==> config.mk <==
export PLATFORM = sky130hd
export DESIGN_NAME = uart_rx
export DESIGN_NICKNAME = d
export VERILOG_FILES = /design/src/rtl/uart_rx_pkg.sv /design/src/rtl/uart_rx_fifo.sv /design/src/rtl/uart_rx.sv
export SDC_FILE = /design/constraint.sdc
export NUM_CORES = 1
export LEC_CHECK = 0
export ABC_CLOCK_PERIOD_IN_PS = 2000
export BUFFER_PORTS_ARGS = -buffer_cell sky130_fd_sc_hd__buf_2
export CAP_MARGIN = 0
export CORE_MARGIN = 10
export CORE_UTILIZATION = 45
export DETAILED_ROUTE_END_ITERATION = 8
export HOLD_SLACK_MARGIN = 0.05
export PLACE_DENSITY = 0.66
export SYNTH_ARGS = -nofsm -noshare
export SYNTH_HDL_FRONTEND = slang
export SYNTH_HIERARCHICAL = 1
export SYNTH_SLANG_ARGS = --single-unit
==> constraint.sdc <==
create_clock -name clk12MHz -period 2 [get_ports clk12MHz]
set_input_delay 0.2 -clock clk12MHz [delete_from_list [all_inputs] [get_ports clk12MHz]]
set_output_delay 0.2 -clock clk12MHz [all_outputs]
set_load 0.02 [all_outputs]
==> src/rtl/uart_rx_pkg.sv <==
// Shared UART receiver definitions: FSM state encodings, default bit period and
// buffer sizing helper used by uart_rx and uart_rx_fifo.
package uart_rx_pkg;

   localparam int UART_RX_DEFAULT_CLKS_PER_BIT = 104;
   localparam int UART_RX_DEFAULT_FIFO_DEPTH   = 4;

   typedef enum logic [1:0] {
      UART_RX_IDLE  = 2'd0,
      UART_RX_START = 2'd1,
      UART_RX_DATA  = 2'd2,
      UART_RX_STOP  = 2'd3
   } uart_rx_state_e;

   // Without the FIFO the buffer collapses to a single holding register.
   function automatic int uart_rx_buf_depth(input int fifo_depth, input bit fifo_en);
      int depth_v;
      if (fifo_en) begin
         depth_v = fifo_depth;
      end else begin
         depth_v = 1;
      end
      return depth_v;
   endfunction

endpackage

==> src/rtl/uart_rx_fifo.sv <==
// Receive buffer for uart_rx: show-ahead circular FIFO, or a single holding
// register when DEPTH is 1. Same-cycle push and pop both take effect.
module uart_rx_fifo
   import uart_rx_pkg::*;
#(
   parameter int DEPTH = 1
) (
   input  logic       clk12MHz,
   input  logic       resetn,
   input  logic       push,
   input  logic [7:0] push_data,
   input  logic       pop_req,
   output logic [7:0] head,
   output logic       not_empty,
   output logic       full,
   output logic       overrun
);

   logic pop_s;
   logic push_ok_s;

   assign pop_s     = pop_req & not_empty;
   assign push_ok_s = push & (~full | pop_s);
   assign overrun   = push & full & ~pop_s;

   if (DEPTH == 1) begin : g_hold
      logic [7:0] data_r;
      logic       valid_r;

      // Holding register: a new byte replaces a popped one in the same cycle.
      always_ff @(posedge clk12MHz or negedge resetn) begin
         if (!resetn) begin
            data_r  <= 8'h00;
            valid_r <= 1'b0;
         end else if (push_ok_s) begin
            data_r  <= push_data;
            valid_r <= 1'b1;
         end else if (pop_s) begin
            valid_r <= 1'b0;
         end
      end

      assign head      = data_r;
      assign not_empty = valid_r;
      assign full      = valid_r;
   end else begin : g_ring
      localparam int AW = $clog2(DEPTH);

      logic [AW:0] wr_ptr_r;
      logic [AW:0] rd_ptr_r;
      logic [7:0]  mem_r [DEPTH];

      // Ring storage; the extra pointer bit separates full from empty.
      always_ff @(posedge clk12MHz or negedge resetn) begin
         if (!resetn) begin
            wr_ptr_r <= '0;
            rd_ptr_r <= '0;
            for (int i = 0; i < DEPTH; i++) begin
               mem_r[i] <= 8'h00;
            end
         end else begin
            if (push_ok_s) begin
               mem_r[wr_ptr_r[AW-1:0]] <= push_data;
               wr_ptr_r <= wr_ptr_r + {{AW{1'b0}}, 1'b1};
            end
            if (pop_s) begin
               rd_ptr_r <= rd_ptr_r + {{AW{1'b0}}, 1'b1};
            end
         end
      end

      assign not_empty = (wr_ptr_r != rd_ptr_r);
      assign full      = (wr_ptr_r[AW] != rd_ptr_r[AW]) &&
                         (wr_ptr_r[AW-1:0] == rd_ptr_r[AW-1:0]);
      assign head      = mem_r[rd_ptr_r[AW-1:0]];
   end

endmodule

==> src/rtl/uart_rx.sv <==
// 8N1 UART receiver, LSB first, with valid/ack receive buffer.
// Define UART_RX_FIFO_EN for a FIFO_DEPTH-entry FIFO; otherwise one holding register.
module uart_rx
   import uart_rx_pkg::*;
#(
   parameter int CLKS_PER_BIT = UART_RX_DEFAULT_CLKS_PER_BIT,
   parameter int FIFO_DEPTH   = UART_RX_DEFAULT_FIFO_DEPTH
) (
   input  logic       clk12MHz,
   input  logic       resetn,
   input  logic       rx,
   output logic [7:0] recvData,
   output logic       recvValid,
   input  logic       recvAck,
   output logic       frameErr,
   output logic       overrun
);

`ifdef UART_RX_FIFO_EN
   localparam bit FIFO_EN = 1'b1;
`else
   localparam bit FIFO_EN = 1'b0;
`endif

   localparam int BUF_DEPTH = uart_rx_buf_depth(FIFO_DEPTH, FIFO_EN);
   localparam int CW        = $clog2(CLKS_PER_BIT);
   localparam logic [CW-1:0] HALF_LAST = CW'(CLKS_PER_BIT / 2 - 1);
   localparam logic [CW-1:0] BIT_LAST  = CW'(CLKS_PER_BIT - 1);

   logic           rx_meta_r;
   logic           rx_sync_r;
   uart_rx_state_e state_r;
   logic [CW-1:0]  cyc_cnt_r;
   logic [2:0]     bit_cnt_r;
   logic [7:0]     shift_r;
   logic [7:0]     byte_r;
   logic           push_r;
   logic           frame_err_r;
   logic           buf_full_s;

   // Two-flop synchronizer for the asynchronous line, idling high.
   always_ff @(posedge clk12MHz or negedge resetn) begin
      if (!resetn) begin
         rx_meta_r <= 1'b1;
         rx_sync_r <= 1'b1;
      end else begin
         rx_meta_r <= rx;
         rx_sync_r <= rx_meta_r;
      end
   end

   // Frame FSM: samples each bit at its centre and hands good bytes to the buffer.
   always_ff @(posedge clk12MHz or negedge resetn) begin
      if (!resetn) begin
         state_r     <= UART_RX_IDLE;
         cyc_cnt_r   <= '0;
         bit_cnt_r   <= 3'd0;
         shift_r     <= 8'h00;
         byte_r      <= 8'h00;
         push_r      <= 1'b0;
         frame_err_r <= 1'b0;
      end else begin
         push_r      <= 1'b0;
         frame_err_r <= 1'b0;
         case (state_r)
            UART_RX_IDLE: begin
               cyc_cnt_r <= '0;
               bit_cnt_r <= 3'd0;
               if (!rx_sync_r) begin
                  state_r <= UART_RX_START;
               end
            end
            UART_RX_START: begin
               if (cyc_cnt_r == HALF_LAST) begin
                  cyc_cnt_r <= '0;
                  // A start bit that is high again at mid-bit is a glitch.
                  if (!rx_sync_r) begin
                     state_r <= UART_RX_DATA;
                  end else begin
                     state_r <= UART_RX_IDLE;
                  end
               end else begin
                  cyc_cnt_r <= cyc_cnt_r + CW'(1);
               end
            end
            UART_RX_DATA: begin
               if (cyc_cnt_r == BIT_LAST) begin
                  cyc_cnt_r <= '0;
                  shift_r   <= {rx_sync_r, shift_r[7:1]};
                  bit_cnt_r <= bit_cnt_r + 3'd1;
                  if (bit_cnt_r == 3'd7) begin
                     state_r <= UART_RX_STOP;
                  end
               end else begin
                  cyc_cnt_r <= cyc_cnt_r + CW'(1);
               end
            end
            UART_RX_STOP: begin
               if (cyc_cnt_r == BIT_LAST) begin
                  // Leaving at mid-stop leaves room to catch a back-to-back start edge.
                  cyc_cnt_r <= '0;
                  state_r   <= UART_RX_IDLE;
                  if (rx_sync_r) begin
                     push_r <= 1'b1;
                     byte_r <= shift_r;
                  end else begin
                     frame_err_r <= 1'b1;
                  end
               end else begin
                  cyc_cnt_r <= cyc_cnt_r + CW'(1);
               end
            end
            default: begin
               state_r   <= UART_RX_IDLE;
               cyc_cnt_r <= '0;
            end
         endcase
      end
   end

   uart_rx_fifo #(
      .DEPTH(BUF_DEPTH)
   ) u_fifo (
      .clk12MHz (clk12MHz),
      .resetn   (resetn),
      .push     (push_r),
      .push_data(byte_r),
      .pop_req  (recvAck),
      .head     (recvData),
      .not_empty(recvValid),
      .full     (buf_full_s),
      .overrun  (overrun)
   );

   assign frameErr = frame_err_r;

   logic unused_s;
   assign unused_s = buf_full_s;

endmodule

==> results_dict.tcl, run 1 <==
set metrics [dict create \
    fin_nets 162 \
    final_util_pct 52.4 \
    rrSetupSlack_ns 0.18 \
    critical_path_buf_inv_count 1 \
    cp.arrival_ns 2.00 \
    ant_nets 0 \
    grt_usage_pct 9.01 \
    ys.flop_type "dfrtp_1" \
    r2r_cells 5 \
    ys_seq_elements 41 \
    status "complete, no violations" \
    cp_slowest_cell "dfrtp_1" \
    fp.dieH_um 83.8 \
    min_path_cells 3 \
    required_ns 2.18 \
    p_sw_share_pct 20.8 \
    p_leak_nw 1.05 \
    grt_setup_unrepaired "false" \
    overflow 0 \
    synthCells 134 \
    grt_pass1_vias 1152 \
    powerDensity_nw_per_um2 681 \
    fin_crit_ns 1.82 \
    drv_slew 0 \
    final.setup.tns_ns 0 \
    period_share_pct 91.2 \
    critPathTopFamily "simple AND/OR/NAND/NOR gates" \
    end_kind "flop" \
    clock_sink_count 41 \
    clockRootBuffer "clkbuf_8" \
    routedWlPerCell_um 14.4 \
    final-setup-viol-count 0 \
    drive_gt1_share_pct 38.5 \
    areaGrowthSynthToFinish_pct 13.5 \
    design.die.area_sq_um 7030 \
    tritoncts "done" \
    vias 1092 \
    grt_first_pass_wirelength_um 5310 \
    async_flop_share_pct 100 \
    criticalPathCategory "reg2reg" \
    dp_hpwl_um 2170 \
    io_buffers 14 \
    finalHoldViolations 0 \
    p_int_mw 1.12 \
    syn-cell-area_sq_um 1830 \
    cts_buffers 5 \
    n_antenna_cell 0 \
    p_switching_uw 294 \
    syn_area_per_cell_sq_um 13.7 \
    final_cell_count_no_fill 206 \
    hp-class "in2reg" \
    first_pass_iters 4 \
    place_congestion 0.799 \
    cts_htree_levels 2 \
    wirelength_um 2970 \
    antenna_found_initial 0 \
    yosysTopAreaCell "dfrtp_1" \
    skew_ns 0.00521 \
    grt_max_degree 23 \
    synth_fp_nets 141 \
    first_iter_violations 25 \
    clock.fmax_ghz 0.548 \
    drc_errors 0 \
    crit_path_max_fanout 6 \
    max_slew.worst_pin.slew_ns 0.510 \
    row_count 23 \
    yosys-top-cells-area "dfrtp_1, mux2_2, mux2_4, dfstp_2, nand3b_4" \
    coreArea_sq_um 3970 \
    clk-insertion-delay-late_ns 0.29 \
    power.total_mw 1.42 \
    seq_area_frac_synth_pct 56.1 \
    cap_violations 0 \
    clk_pin_slew_ns 0.08 \
    fin_hold_ws_ns 0.200 \
    cpPeakStageDelay_ns 0.39 \
    ir_worst_vdd_mv 0.350 \
    ys_types 38 \
    slew_headroom_pct 66.0 \
    ys.warnings.count 6 \
    initial_core_util_pct 46.2 \
    yosys.area.top_type_share_pct 53.2 \
    io_pins 15 \
    clockBufferDepth 2 \
    postCtsResizedCells 0 \
    die_width_um 83.8 \
    vias_per_cell 5.30 \
    path_cells "ha_1 > and4b_1 > nand3_2 > inv_1 > mux2_2" \
    start_kind "flop" \
    combPwrFrac_pct 1.9 \
    place_inst 196 \
    clockPowerShare_pct 39.2 \
    seq_power_share_pct 58.9 \
    cp.depth 5 \
    synth_edf_count 0 \
]
## routing by layer
metal  track usage [%]  share of wire (%)
met5                 0                  0
met3              3.81                5.2
met1              10.6                 48
met4              3.20                1.3
met2              14.4                 46
## placed cells by master (no fill, tap or decap), types with 2 or more instances in the layout
cell type      count
o21ai_0            4
nor3_1             6
ha_1               3
mux2_4             8
mux2_2            16
nand3_1            3
nand4b_1           2
xor2_1             2
nor2_1             3
nor3b_1            2
a211oi_1           2
nand2_1            9
nand3b_4           2
o211ai_1           3
a21oi_1            2
clkbuf_8           6
dfstp_2            2
or3_2              2
dfrtp_1           39
inv_1              3
buf_2             14
dlygate4sd3_1      2
## path summary, 6_finish.rpt
path	start	to
max in group asynchronous	resetn	rx_meta_r
min in group asynchronous	resetn	u_fifo/head[5]
min reg2reg	rx_meta_r	rx_sync_r
max reg2reg	cyc_cnt_r[0]	byte_r[2]
min	recvAck	u_fifo/full
max	cyc_cnt_r[0]	byte_r[2]
## metrics by stage
step	worst slack, ns	area (sq um)
2_1_floorplan	0.342	1830
5_1_grt	0.00163	2080
4_1_cts	0.140	2080
3_3_place_gp	0.224	1970
3_5_place_dp	0.151	1970
6_report	0.177	2080
## repair_timing
action | CTS | global route
buffers inserted | 0 | 0
hold buffers | 2 | 0
hold endpoints to repair | 20 | 0
## sequential cells by signal, summed over array words and instances (netlist names), 3 cells and up, named ones only
| register | cells |
|---|---|
| byte_r | 8 |
| shift_r | 8 |
| u_fifo/head | 8 |
| cyc_cnt_r | 7 |
| bit_cnt_r | 3 |
## cell families (layout without fill, tap and decap cells)
logic type	count (synthesis)	after routing	synth area share, %
mux	24	24	16.4
buf+inv	7	29	2.05
simple gates	41	41	16.4
fa+ha+maj	3	3	2.05
compound gates	15	15	5.60
flops	41	41	56.1
xor+xnor	3	3	1.43
## cell type report
cell class / instances / area (sq um)
clock buffer: 7 / 86.3
fill: 354 / 1890
tap: 50 / 62.6
sequential: 41 / 1030
inverter: 3 / 11.3
clock inverter: 1 / 7.51
multi-input combinational: 86 / 767
timing repair buffer: 18 / 118
## tightest hold or removal path: cells and delay by family
family                 cells  cell delay [ns]
and+or+nand+nor            2             0.18
buffers and inverters      1             0.07
## cell usage after synthesis, types with 2 or more instances
cell type,instances
a211oi_1,2
a21oi_1,2
buf_4,3
dfrtp_1,39
dfstp_2,2
ha_1,3
inv_1,3
mux2_2,16
mux2_4,8
nand2_1,9
nand3_1,3
nand3b_4,2
nand4b_1,2
nor2_1,3
nor3_1,6
nor3b_1,2
o211ai_1,3
o21ai_0,4
or3_2,2
xor2_1,2
## power by group through the flow
stage	Combinational, mW	Sequential (mW)	Clock [mW]
finish	0.0270	0.834	0.555
floorplan	0.00151	0.850	0
global placement	0.0246	0.850	0
global route	0.0313	0.834	0.617
detailed placement	0.0254	0.850	0
CTS	0.0287	0.834	0.582
(Power assumes the default switching activity.)
==> inputs of run 2 (changes only) <==
PLACE_DENSITY = default   (was 0.66)
RECOVER_POWER = 100   (was default)
==> results_dict.tcl, run 2 (synthesized netlist as in run 1, its figures left out) <==
set metrics [dict create \
    status "complete, no violations" \
    max_slew.worst_pin.slew_ns 0.691 \
    end_kind "flop" \
    cts_buffers 5 \
    seq_power_share_pct 59.2 \
    postCtsResizedCells 0 \
    die_width_um 83.8 \
    first_iter_violations 47 \
    initial_core_util_pct 46.2 \
    drive_gt1_share_pct 24.2 \
    hold_buffers 2 \
    areaGrowthSynthToFinish_pct 8.81 \
    crit_path_max_fanout 6 \
    period_share_pct 91.2 \
    cp.arrival_ns 2.00 \
    row_count 23 \
    placed_cell_area_sq_um 1960 \
    cpPeakStageDelay_ns 0.39 \
    final.setup.tns_ns 0 \
    path_cells "ha_1 > and4b_1 > nand3_2 > inv_1 > mux2_2" \
    grt_max_degree 30 \
    fin_nets 163 \
    post-place-ws_ns 0.174 \
    power.total_mw 1.41 \
    place_congestion 0.794 \
    clockBufferDepth 2 \
    n_antenna_cell 0 \
    clk_pin_slew_ns 0.07 \
    drv_slew 0 \
    critical_path_buf_inv_count 1 \
    coreArea_sq_um 3970 \
    vias_per_cell 5.22 \
    ant_nets 0 \
    io_pins 15 \
    grt_usage_pct 8.68 \
    fp.dieH_um 83.8 \
    vias 1080 \
    final_cell_mix "dfrtp_1, mux2_2, clkbuf_1, nand2_1, mux2_1" \
    ir_worst_vdd_mv 0.367 \
    p_int_mw 1.12 \
    clockPowerShare_pct 39.2 \
    final_util_pct 50.2 \
    fin_crit_ns 1.82 \
    drc_errors 0 \
    wirelength_um 2900 \
    final_common_cell "dfrtp_1" \
    cts_setup_buffers 0 \
    start_kind "flop" \
    io_buffers 14 \
    cp_slowest_cell "dfrtp_1" \
    fin_area_sq_um 1990 \
    combPwrFrac_pct 1.6 \
    clock_sink_count 41 \
    final-setup-viol-count 0 \
    clockRootBuffer "clkbuf_8" \
    dp_hpwl_um 2110 \
    overflow 0 \
    fin_hold_ws_ns 0.211 \
    antenna_found_initial 0 \
    first_pass_iters 4 \
    fin_ws_ns 0.176 \
    critPathTopFamily "simple AND/OR/NAND/NOR gates" \
    clock.fmax_ghz 0.548 \
    grt_setup_unrepaired "false" \
    slew_headroom_pct 53.9 \
    powerDensity_nw_per_um2 706 \
    cap_violations 0 \
    clk-insertion-delay-late_ns 0.29 \
    design.die.area_sq_um 7030 \
    p_leak_nw 0.957 \
    hp-class "in2reg" \
    finalHoldViolations 0 \
    grt_first_pass_wirelength_um 5170 \
    grt_pass1_vias 1115 \
    p_sw_share_pct 20.6 \
    routedWlPerCell_um 14.0 \
    place_inst 197 \
    skew_ns 0.00362 \
    required_ns 2.17 \
    cts_htree_levels 2 \
    criticalPathCategory "reg2reg" \
    final_cell_count_no_fill 207 \
    p_switching_uw 290 \
    tritoncts "done" \
]
## run 2: changes by cell type in the layout (fill, tap and decap cells not counted), moves of 2 or more
cell      change
clkbuf_2      +2
mux2_1        +7
buf_2        -12
mux2_4        -7
clkbuf_1     +12
## run 2: tightest hold or removal path, cell delays in order
cell	delay [ns]
buf_2	0.07
nand2b_1	0.13
nand2_1	0.06
## run 2: path summary, 6_finish.rpt
path	from	slack, ns	depth (start not counted)	to
max	cyc_cnt_r[0]	0.18	5	byte_r[3]
min	recvAck	0.21	3	u_fifo/full
max reg2reg	cyc_cnt_r[0]	0.18	5	byte_r[3]
min reg2reg	rx_meta_r	0.36	0	rx_sync_r
max in group asynchronous	resetn	0.43	3	bit_cnt_r[0]
min in group asynchronous	resetn	0.45	2	u_fifo/head[5]
## run 2: final cells by class
| type | count | area, sq um |
|---|---|---|
| inverters | 3 | 11.3 |
| repair buffers | 19 | 88.8 |
| multi-input cells | 86 | 707 |
| fillers | 362 | 1980 |
| well taps | 50 | 62.6 |
| clock inverters | 2 | 13.8 |
| flip-flops and latches | 41 | 1030 |
| clock buffers | 6 | 82.6 |
## run 2: power by group through the flow
stage	logic, mW	registers, mW	clock network [mW]
2_1_floorplan	0.00151	0.850	0
3_3_place_gp	0.0217	0.850	0
3_5_place_dp	0.0223	0.850	0
4_1_cts	0.0253	0.834	0.578
5_1_grt	0.0259	0.834	0.617
6_report	0.0219	0.834	0.552
## run 2: layer usage
metal	up-vias	GRT usage [%]	wire length (um)	part of all wire (%)
met5	-	0	0	0
met4	0	2.74	19	0.66
met1	530	9.44	1280	44
li1	531	-	-	-
met2	17	14.8	1460	50
met3	2	3.71	139	4.8
